File: config.mk
export PLATFORM = sky130hd
export DESIGN_NAME = parking_allocator
export DESIGN_NICKNAME = d
export VERILOG_FILES = /design/src/rtl/parking_allocator.sv
export SDC_FILE = /design/constraint.sdc
export NUM_CORES = 1
export LEC_CHECK = 0
export ABC_AREA = 1
export CORE_ASPECT_RATIO = 1.1
export CORE_MARGIN = 2
export CORE_UTILIZATION = 56
export CTS_CLUSTER_DIAMETER = 50
export CTS_CLUSTER_SIZE = 40
export DETAILED_ROUTE_END_ITERATION = 10
export MAX_ROUTING_LAYER = met4
export PLACE_DENSITY = 0.8
export SLEW_MARGIN = 20
export SYNTH_ARGS = -nofsm -noshare
export SYNTH_HDL_FRONTEND = slang
export SYNTH_SLANG_ARGS = --single-unit
File: constraint.sdc
create_clock -name clk -period 5.4 [get_ports clk]
set_input_delay 1.62 -clock clk [delete_from_list [all_inputs] [get_ports clk]]
set_output_delay 1.62 -clock clk [all_outputs]
set_load 0.01 [all_outputs]
File: src/rtl/parking_allocator.sv
// Parking lot allocator: grants the lowest free space on a gate request,
// rejects when full, and blinks spaces for a fixed hold time while they
// are being vacated before returning them to the free pool.
module parking_allocator #(
  parameter int FLICKER_DIV = 4,
  parameter int LEAVE_HOLD  = 8
) (
  input  logic        clk,
  input  logic        rst,
  input  logic        power,
  input  logic        req,
  input  logic [7:0]  leave,
  output logic        grant,
  output logic [2:0]  grant_idx,
  output logic        reject,
  output logic [7:0]  occupied,
  output logic [3:0]  count,
  output logic        full,
  output logic [15:0] led
);

  typedef enum logic [1:0] {
    IDLE     = 2'd0,
    GRANT    = 2'd1,
    REJECT   = 2'd2,
    WAIT_REL = 2'd3
  } state_t;

  state_t           state;
  logic [7:0]       leaving;
  logic [7:0][3:0]  hold;
  logic [7:0]       div;
  logic             flicker;
  logic             grant_r;
  logic             reject_r;
  logic [2:0]       free_idx;
  logic             have_free;

  // Lowest-index free space from registered occupancy. A leaving space is
  // still occupied, so it is never picked, and a space freed this edge only
  // shows up as free for the next decision.
  always_comb begin
    free_idx  = 3'd0;
    have_free = 1'b0;
    for (int i = 7; i >= 0; i--) begin
      if (!occupied[i]) begin
        free_idx  = 3'(i);
        have_free = 1'b1;
      end
    end
  end

  // Handshake FSM, per-space hold counters and flicker divider.
  always_ff @(posedge clk or posedge rst) begin
    if (rst) begin
      state     <= IDLE;
      occupied  <= '0;
      leaving   <= '0;
      hold      <= '0;
      div       <= '0;
      flicker   <= 1'b0;
      grant_r   <= 1'b0;
      reject_r  <= 1'b0;
      grant_idx <= '0;
    end else if (!power) begin
      state     <= IDLE;
      occupied  <= '0;
      leaving   <= '0;
      hold      <= '0;
      div       <= '0;
      flicker   <= 1'b0;
      grant_r   <= 1'b0;
      reject_r  <= 1'b0;
      grant_idx <= '0;
    end else begin
      if (div == 8'(FLICKER_DIV - 1)) begin
        div     <= '0;
        flicker <= ~flicker;
      end else begin
        div <= div + 8'd1;
      end

      // A leave pulse only arms an occupied space that is not already
      // counting down; re-pulsing during the hold is ignored.
      for (int i = 0; i < 8; i++) begin
        if (leaving[i]) begin
          hold[i] <= hold[i] - 4'd1;
          if (hold[i] == 4'd1) begin
            leaving[i]  <= 1'b0;
            occupied[i] <= 1'b0;
          end
        end else if (leave[i] && occupied[i]) begin
          leaving[i] <= 1'b1;
          hold[i]    <= 4'(LEAVE_HOLD);
        end
      end

      grant_r  <= 1'b0;
      reject_r <= 1'b0;
      case (state)
        IDLE: begin
          if (req) begin
            if (have_free) begin
              state              <= GRANT;
              grant_r            <= 1'b1;
              grant_idx          <= free_idx;
              occupied[free_idx] <= 1'b1;
            end else begin
              state    <= REJECT;
              reject_r <= 1'b1;
            end
          end
        end
        GRANT, REJECT: state <= WAIT_REL;
        WAIT_REL: if (!req) state <= IDLE;
        default: state <= IDLE;
      endcase
    end
  end

  // Pulses are suppressed as soon as power drops, not one edge later.
  assign grant  = grant_r & power;
  assign reject = reject_r & power;

  // Occupancy count and display vector.
  always_comb begin
    count = '0;
    for (int i = 0; i < 8; i++) count = count + {3'b000, occupied[i]};
  end

  assign full = (count == 4'd8);
  assign led  = {full, 3'b000, count, occupied & ~(leaving & {8{~flicker}})};

endmodule

==> results_dict.tcl, run 1 <==
set metrics [dict create \
    status "finished clean" \
    regToRegStartpoint "state[1]" \
    worstPathRequired_ns 3.78 \
    place.gp.congestion 0.843 \
    syn_inst 442 \
    setup_tns_ns 0 \
    crit_arrival_ns 3.66 \
    final_util_pct 69.9 \
    grt_first_pass_wirelength_um 13700 \
    async_reset_ff_share_pct 100 \
    switchingPower_uw 365 \
    firstDrtPassIters 4 \
    clkPwrFrac_pct 34.3 \
    grt_pass1_vias 3145 \
    p_int_uw 843 \
    ant_nets 0 \
    slew-limit-headroom_pct 52.3 \
    io-pin-count 46 \
    r2r-end "occupied[7]" \
    p_total_mw 1.21 \
    synth.ff_latch_count 64 \
    p_seq_share_pct 43.8 \
    pwr-share-comb_pct 21.9 \
    whs_path_depth 1 \
    overflow 0 \
    cts.sinks 64 \
    fmax_ghz 0.189 \
    place_hpwl_um 5680 \
    nets 529 \
    synth_top_area_share_pct 43.9 \
    crit_fanout 2 \
    holdPathEnd "div[0]" \
    cp-start-kind "flop" \
    drc 0 \
    yosysMostFrequentCell "nand2_1" \
    cap_violations 0 \
    fp-row-count 30 \
    p_per_area_nw_per_um2 277 \
    start_util_pct 58.6 \
    grtUsageTotal_pct 25.7 \
    antenna_found_initial 0 \
    syn_avg_cell_area_um2 8.25 \
    fillCellCount 513 \
    drv_slew 0 \
    synth_area_leaders "dfrtp_1 (44%), nand2_1 (9.6%), ha_1 (7.5%)" \
    setup_violations 0 \
    grt_max_degree 35 \
    power_switching_share_pct 30.2 \
    io_buffers 42 \
    cp-end-kind "primary output" \
    min_period_over_period_pct 97.8 \
    reg2reg_slack_ns 3.87 \
    clkTransAtPathRegs_ns 0.07 \
    clock_latency_ns 0.35 \
    drive_gt1_share_pct 9.68 \
    hp-class "flop to flop" \
    place_area_um2 4120 \
    areaGrowthSynthToFinish_pct 19.4 \
    ys_warn_count 0 \
    min_period_ns 5.28 \
    yosysTopAreaCell "dfrtp_1" \
    die_area_um2 7180 \
    finalWorstSetupSlack_ns 0.120 \
    finalHoldViolations 0 \
    synthDistinctLibCells 36 \
    h-tree-depth 3 \
    synth_ff_type "dfrtp_1" \
    path_class "flop to primary output" \
    synth_edf_count 0 \
    cts_max_path_buffers 2 \
    wl_per_cell_um 14.0 \
    core_area_um2 6230 \
    clock_skew_ns 0.0120 \
    syn_area_um2 3650 \
    numCtsBuffers 9 \
    fp.dieW_um 81.0 \
    vias 3075 \
    tightest_slew_ns 0.714 \
    fp.dieH_um 88.7 \
    cts_tree "yes" \
    via_per_inst 5.34 \
    min_from "div[0]" \
    worstRegToRegCells 8 \
    place_ws_ns -0.00827 \
    ir_drop_mv 0.163 \
    seq_area_frac_synth_pct 43.9 \
    num_antenna_cells 0 \
    fin_area_um2 4360 \
    wl_um 8070 \
    p_leak_nw 2.21 \
    drt_iter0_markers 206 \
    clockRootBuffer "clkbuf_8" \
    synth_common_cells "nand2_1 (93), inv_1 (70), dfrtp_1 (64)" \
]
worst max-delay path by stage:
stage	from	to	slack (ns)
6_report	occupied[0]	full	0.12
5_1_grt	occupied[0]	full	-0.04
4_1_cts	occupied[0]	led[15]	0.02
3_5_place_dp	occupied[0]	led[15]	-0.008
3_3_place_gp	occupied[0]	led[15]	0.03
2_1_floorplan	occupied[1]	led[15]	0.02
sequential cells by signal (all words and copies together), names as in the netlist:
name / flops
leaving: 8
reject_r: 1
state: 2
grant_idx: 3
occupied: 8
div: 8
grant_r: 1
hold: 32
flicker: 1
cell families after synthesis:
logic type / share of synthesized area, %
AOI/OAI and AO/OA: 13.3
and+or+nand+nor: 21.4
buffers and inverters: 10.8
DFF: 43.9
xor gates and xnor gates: 0.720
adders and majority gates: 9.74
other: 0.103
cell type report:
cell class                 count  area (um^2)  area share [%]
inverter                      74          279            6.41
timing repair buffer          51          488            11.2
clock buffer                  11          141            3.25
tap                           80          100            2.30
multi-input combinational    291         1690            38.8
clock inverter                 5         56.3            1.29
sequential                    64         1600            36.8
metrics by stage:
step                std cells  hold slack, ns
floorplan                 444           0.433
global placement          559           0.446
detailed placement        559           0.467
CTS                       576           0.476
global route              576           0.498
finish                    576           0.477
cells in the final DEF, fill, tap and decap left out, drive strengths merged, types with 4 or more instances in the layout:
master,n
ha,22
o22ai,9
dlymetal6s2s,4
fa,4
dfrtp,64
a21oi,35
o31ai,5
nand2,98
a31oi,4
o21ai,24
clkinv,6
nor3,4
nand4,10
buf,11
nor2,35
clkdlybuf4s50,36
nand3,27
clkbuf,11
a211oi,4
inv,71
routing by layer:
layer / GRT usage [%] / share of wire, % / vias to the layer above
met1: 31.9 / 44 / 1449
met3: 4.08 / 3.6 / 19
met2: 41.4 / 51 / 76
met5: - / 0 / -
li1: - / - / 1531
met4: 12.0 / 2.2 / 0
power groups by stage:
stage | Clock [mW] | Combinational [mW] | Sequential (mW)
global placement | 0 | 0.246 | 0.535
floorplan | 0 | 0.172 | 0.537
detailed placement | 0 | 0.254 | 0.538
global route | 0.440 | 0.300 | 0.533
CTS | 0.416 | 0.262 | 0.528
finish | 0.415 | 0.265 | 0.529
critical path, stage by stage (launching register included):
cell,delay (ns)
dfrtp_1,0.40
fa_1,0.53
inv_1,0.05
fa_1,0.49
fa_1,0.41
inv_1,0.07
ha_2,0.17
inv_1,0.05
fa_1,0.50
inv_2,0.06
a2111oi_4,0.29
buf_4,0.17
buf_2,0.12
what timing repair did:
| action | CTS | global route |
|---|---|---|
| setup endpoints to repair | 2 | 6 |
| hold endpoints to repair | 0 | 0 |
| pin swaps | 1 | 0 |
| buffers inserted | 1 | 0 |
| hold buffers | 0 | 0 |
| resized for setup | 9 | 9 |
Note: power is estimated with default switching activity, not from simulation.
==> run 2: changes to the inputs <==
--- a/config.mk
+++ b/config.mk
@@ -6,6 +6,7 @@
 export NUM_CORES = 1
 export LEC_CHECK = 0
 export ABC_AREA = 1
+export ABC_CLOCK_PERIOD_IN_PS = 5400
 export CORE_ASPECT_RATIO = 1.1
 export CORE_MARGIN = 2
 export CORE_UTILIZATION = 56
==> results of run 2 <==
Final layout, timing and power as in run 1 (identical DEF).
